==> config.mk <==
export PLATFORM = sky130hd
export DESIGN_NAME = dpram_128x8_fifo_ctrl
export DESIGN_NICKNAME = d
export VERILOG_FILES = /design/src/rtl/dpram_128x8_fifo_ctrl.sv
export SDC_FILE = /design/constraint.sdc
export NUM_CORES = 1
export LEC_CHECK = 0
export CORE_MARGIN = 4
export CORE_UTILIZATION = 45
export CTS_CLUSTER_DIAMETER = 150
export DETAILED_ROUTE_END_ITERATION = 8
export GPL_TIMING_DRIVEN = 0
export PLACE_DENSITY = 0.94
export SLEW_MARGIN = 20
export SYNTH_ARGS = -nofsm -noshare
export SYNTH_HDL_FRONTEND = slang
export SYNTH_SLANG_ARGS = --single-unit
==> constraint.sdc <==
create_clock -name clk -period 6.6 [get_ports clk]
set_input_delay 0.99 -clock clk [delete_from_list [all_inputs] [get_ports clk]]
set_output_delay 0.99 -clock clk [all_outputs]
set_load 0.02 [all_outputs]
==> src/rtl/dpram_128x8_fifo_ctrl.sv <==
// Synchronous FIFO controller for a 128x8 dual-port RAM. The RAM's read register is the show-ahead output stage.
// Optional level/afull outputs are enabled by defining DPRAM_FIFO_LEVEL_EN.
module dpram_128x8_fifo_ctrl #(
  parameter int ADDR_WIDTH   = 7,
  parameter int DATA_WIDTH   = 8,
  parameter int AFULL_THRESH = 120
) (
  input  logic                  clk,
  input  logic                  rst_n,
  input  logic                  in_valid,
  output logic                  in_ready,
  input  logic [DATA_WIDTH-1:0] in_data,
  output logic                  out_valid,
  input  logic                  out_ready,
  output logic [DATA_WIDTH-1:0] out_data,
  output logic                  ram_wen,
  output logic [ADDR_WIDTH-1:0] ram_waddr,
  output logic [DATA_WIDTH-1:0] ram_data_in,
  output logic                  ram_ren,
  output logic [ADDR_WIDTH-1:0] ram_raddr,
  input  logic [DATA_WIDTH-1:0] ram_data_out
`ifdef DPRAM_FIFO_LEVEL_EN
  ,
  output logic [ADDR_WIDTH+1:0] level,
  output logic                  afull
`endif
);

  // Both streams use valid/ready: a word transfers on a rising clk edge where valid and ready
  // are both high; valid never depends on ready, and ready never depends on valid.

  localparam logic [ADDR_WIDTH:0] FULL_LEVEL = {1'b1, {ADDR_WIDTH{1'b0}}};

  typedef enum logic {
    ST_EMPTY = 1'b0,
    ST_FULL  = 1'b1
  } state_e;

  state_e                state_q, state_d;
  logic [ADDR_WIDTH:0]   wptr_q, wptr_d;
  logic [ADDR_WIDTH:0]   rptr_q, rptr_d;
  logic [ADDR_WIDTH:0]   ram_level;
  logic                  push;
  logic                  pop;

  // Level counts only words still held in the RAM, so the output register adds one more slot.
  assign ram_level   = wptr_q - rptr_q;
  assign in_ready    = (ram_level != FULL_LEVEL);
  // Writes are gated by rst_n so an in-flight word cannot reach the RAM during reset.
  assign push        = in_valid & in_ready & rst_n;
  assign ram_wen     = push;
  assign ram_waddr   = wptr_q[ADDR_WIDTH-1:0];
  assign ram_raddr   = rptr_q[ADDR_WIDTH-1:0];
  assign ram_data_in = in_data;
  assign out_data    = ram_data_out;

  always_comb begin
    state_d   = state_q;
    out_valid = 1'b0;
    pop       = 1'b0;
    ram_ren   = 1'b0;
    case (state_q)
      ST_EMPTY: begin
        ram_ren = (ram_level != '0);
        if (ram_ren) state_d = ST_FULL;
      end
      ST_FULL: begin
        out_valid = 1'b1;
        pop       = out_ready;
        // While the head is held, no read is issued so the RAM keeps out_data stable.
        ram_ren   = pop & (ram_level != '0);
        if (pop && !ram_ren) state_d = ST_EMPTY;
      end
      default: state_d = ST_EMPTY;
    endcase
  end

  assign wptr_d = wptr_q + {{ADDR_WIDTH{1'b0}}, push};
  assign rptr_d = rptr_q + {{ADDR_WIDTH{1'b0}}, ram_ren};

  always_ff @(posedge clk or negedge rst_n) begin
    if (!rst_n) begin
      state_q <= ST_EMPTY;
      wptr_q  <= '0;
      rptr_q  <= '0;
    end else begin
      state_q <= state_d;
      wptr_q  <= wptr_d;
      rptr_q  <= rptr_d;
    end
  end

`ifdef DPRAM_FIFO_LEVEL_EN
  localparam logic [ADDR_WIDTH+1:0] AFULL_LVL = (ADDR_WIDTH+2)'(AFULL_THRESH);

  logic [ADDR_WIDTH:0]   ram_level_d;
  logic [ADDR_WIDTH+1:0] level_d;
  logic                  afull_q;

  assign ram_level_d = wptr_d - rptr_d;
  assign level_d     = {1'b0, ram_level_d} + {{(ADDR_WIDTH+1){1'b0}}, (state_d == ST_FULL)};
  assign level       = {1'b0, ram_level} + {{(ADDR_WIDTH+1){1'b0}}, out_valid};
  assign afull       = afull_q;

  always_ff @(posedge clk or negedge rst_n) begin
    if (!rst_n) afull_q <= 1'b0;
    else        afull_q <= (level_d >= AFULL_LVL);
  end
`endif

endmodule

==> results.md <==
* Status: finished clean
* Crit-path leading delay family: buffers and inverters
* Final period util at 0.6040
* Fmax at 0.2508 GHz
* Post-route ant nets at 0
* Routed wire length at 2681 microns
* Worst Tran Pin Value at 0.7727 ns
* Clk network pwr share at 0.074
* Reg2reg start: rptr_q[3]
* Worst endpoint data arrival time at 3.00 ns
* Worst hold stages at 1
* Comb pwr share at 0.664
* Initial core utilization at 0.4838
* Core area at 0.002545 sq mm
* Finished Layout Cells at 196
* Total CTS buffers at 3
* Final Wtd Congestion at 0.8264
* Pin count of the biggest net entering global routing at 19
* Clk Latency, worst-skew pair at 0.29 ns
* Met3 GRT Util at 0.02592
* Maximum buffer depth of the clock tree at 2
* First-pass iteration count of the detailed router at 4
* Top Ports at 54
* Largest driver fanout on the critical path at 4
* Iteration-0 DRC Markers at 27
* Hold path startpoint: wptr_q[7]
* P_sw at 0.0003290 W
* CTS tree: yes
* Distinct cells, synth at 30
* Placed cells at 192
* Internal power at 0.0004148 W
* RSZ-0062 raised after global routing: false
* Buf+Inv Stages, Crit Path at 2
* Most common cell after layout, fill and taps aside: clkdlybuf4s50_1
* FP Rows at 18
* Hold Violations, Final at 0
* Share of cells above drive strength 1 at 0.2169
* Via count at 1043
* Max-cap viol count at 0
* First-pass GRT wire length at 4222 microns
* Reg clk slew, reported paths at 0.09 ns
* Clock H-tree levels at 1
* CP peak stage delay at 0.58 ns
* Sequential share of the synthesized area at 0.3455
* Endpoints failing setup at 0
* Total Power at 0.0007438 W
* Post-cts sizing count at 0
* Hold Path End: wptr_q[7]
* Final antenna diode count at 0
* Final min period at 3.987 ns
* Post-CTS Setup Bufs at 0
* Slowest stage cell, crit path: clkdlybuf4s50_1
* DP Area at 0.001639 sq mm
* Critical setup path kind: reg -> out
* Total Nets Final at 198
* VDD IR-drop max at 0.0002948 V
* Met1 Resource Use GR at 0.1784
* DR WL/cell at 13.68 microns
* Hpwl dp at 2192 microns
* Yosys warns at 0
* Die Ht at 60.31 microns
* Worst Setup Start Kind: register
* Global route hottest layer: met2
* Max-slew violation total from the final report at 0
* Final setup skew at 0.001344 ns
* Flops & latches, synth at 17
* Net Count, Synth at 156
* Buffers on Ports at 37
* Vias per cell at 5.321
* Critical Path Sink Type: output pin
* Relative slew margins at 0.4832
* Vias in the first global route at 1011
* Hold Path Class: reg -> reg
* Gr ovfl total at 0
* Die area at 0.003637 sq mm
* Worst Setup SP: rptr_q[3]
* Routing usage on met2 at 0.2731
* Power Density at 446.6 mW/mm^2
* R2R depth at 12
* Mapped Avg Cell Area at 9.849 sq um
* Lkg Pwr at 0.7656 nW
* Final routed DRC violation total at 0
* Worst R2R Setup Slack at 3.53 ns
* Synth-to-Final Area Change at 35.26%
* Gr usage total at 0.1486
* Hold bufs inserted after CTS at 0
* Flop pwr share at 0.262
* Worst-path cell chain: inv_1 -> ha_1 -> xor2_1 -> or4_1 -> a32o_1 -> nor3_4 -> a31oi_1 -> clkdlybuf4s50_1
* Non-Filler Cell Area, Final at 0.001665 sq mm
* Antenna violations before repair at 0
* TNS Setup at 0 ns
* Root buf cell: clkbuf_4
* Leading cell types in the layout, fill and taps excluded: 37 x clkdlybuf4s50_1, 30 x buf_4, 17 x dfrtp_1
* Cell Area, Synth at 0.001231 sq mm
* Die W at 60.31 microns
* Critical Path RT at 5.61 ns
* FF-to-FF End: wptr_q[6]
* Syn Inst Count at 125
* CTS sink cnt at 17
* Switching Share at 0.4423
## metrics by stage
step	hold slack [ns]	setup slack (ns)	util
after floorplan	0.4656	3.615	-
after global placement	0.4863	2.642	0.6441
after detailed placement	0.4861	2.607	0.6441
after CTS	0.5027	2.593	0.6544
after global routing	0.5102	2.478	0.6544
final	0.5011	2.613	0.6544
## Yosys cell counts, drive strengths merged
master	instances	area (sq um)
xor2	4	35.03
o21a	1	7.510
or4	1	7.510
nand3	5	25.02
o211a	1	10.01
nand4	2	12.51
a21oi	6	30.03
o22a	1	8.760
o211ai	2	15.01
a31oi	2	12.51
inv	7	26.28
ha	11	137.6
nand2b	1	6.260
dfrtp	17	425.4
nand4b	1	8.760
o31ai	1	7.510
and3	2	12.51
nor2b	2	20.02
o22ai	1	6.260
xnor2	11	96.34
a32o	1	10.01
buf	30	225.2
nor2	2	7.510
o21ai	2	10.01
nand2	5	18.77
nor3	4	31.28
a31o	1	8.760
and4	1	8.760
## registers in the layout, summed over array words and instances (netlist names)
name / flops
rptr_q: 8
wptr_q: 8
state_q: 1
## worst register-to-register path: stages (launching register included)
cell and delay [ns]:
dfrtp_1 0.42, inv_1 0.09, ha_1 0.34, xor2_1 0.19
or4_1 0.42, a32o_1 0.27, nor3_4 0.25, a31oi_1 0.14
ha_1 0.25, ha_1 0.21, and3_1 0.21, nand3_1 0.10
xnor2_1 0.11
## how the worst max path moves through the flow
stage	end	cells after the start
detailed placement	ram_wen	4
global placement	ram_wen	4
floorplan	ram_wen	7
finish	ram_ren	8
global route	ram_ren	8
CTS	ram_wen	4
## cell type report
cell class / count / area (sq um)
clock buffer: 4 / 26.28
tap: 30 / 37.54
inverter: 7 / 26.28
sequential: 17 / 425.4
timing repair buffer: 37 / 370.4
buffer: 30 / 225.2
multi-input combinational: 71 / 554.3
fill: 199 / 879.6
## metal layers
metal | wire (microns) | vias to the layer above
met5 | 0 | -
met4 | 31 | 0
met3 | 225 | 5
met2 | 1371 | 49
met1 | 1052 | 501
li1 | - | 488
## kinds of logic after synthesis
logic type | count (synthesis) | share of synthesized area
buf+inv | 37 | 0.2043
fa+ha+maj | 11 | 0.1118
simple gates | 26 | 0.1291
compound gates | 19 | 0.1026
xor+xnor | 15 | 0.1067
flops | 17 | 0.3455
## power by group through the flow
stage               sequential, W  clock (W)  combinational, W
global placement         0.000194          0          0.000455
global route             0.000202  0.0000607          0.000529
CTS                      0.000195  0.0000554          0.000489
detailed placement       0.000197          0          0.000485
floorplan                0.000184          0          0.000344
finish                   0.000195  0.0000552          0.000494
Note: power is estimated with default switching activity, not from simulation.
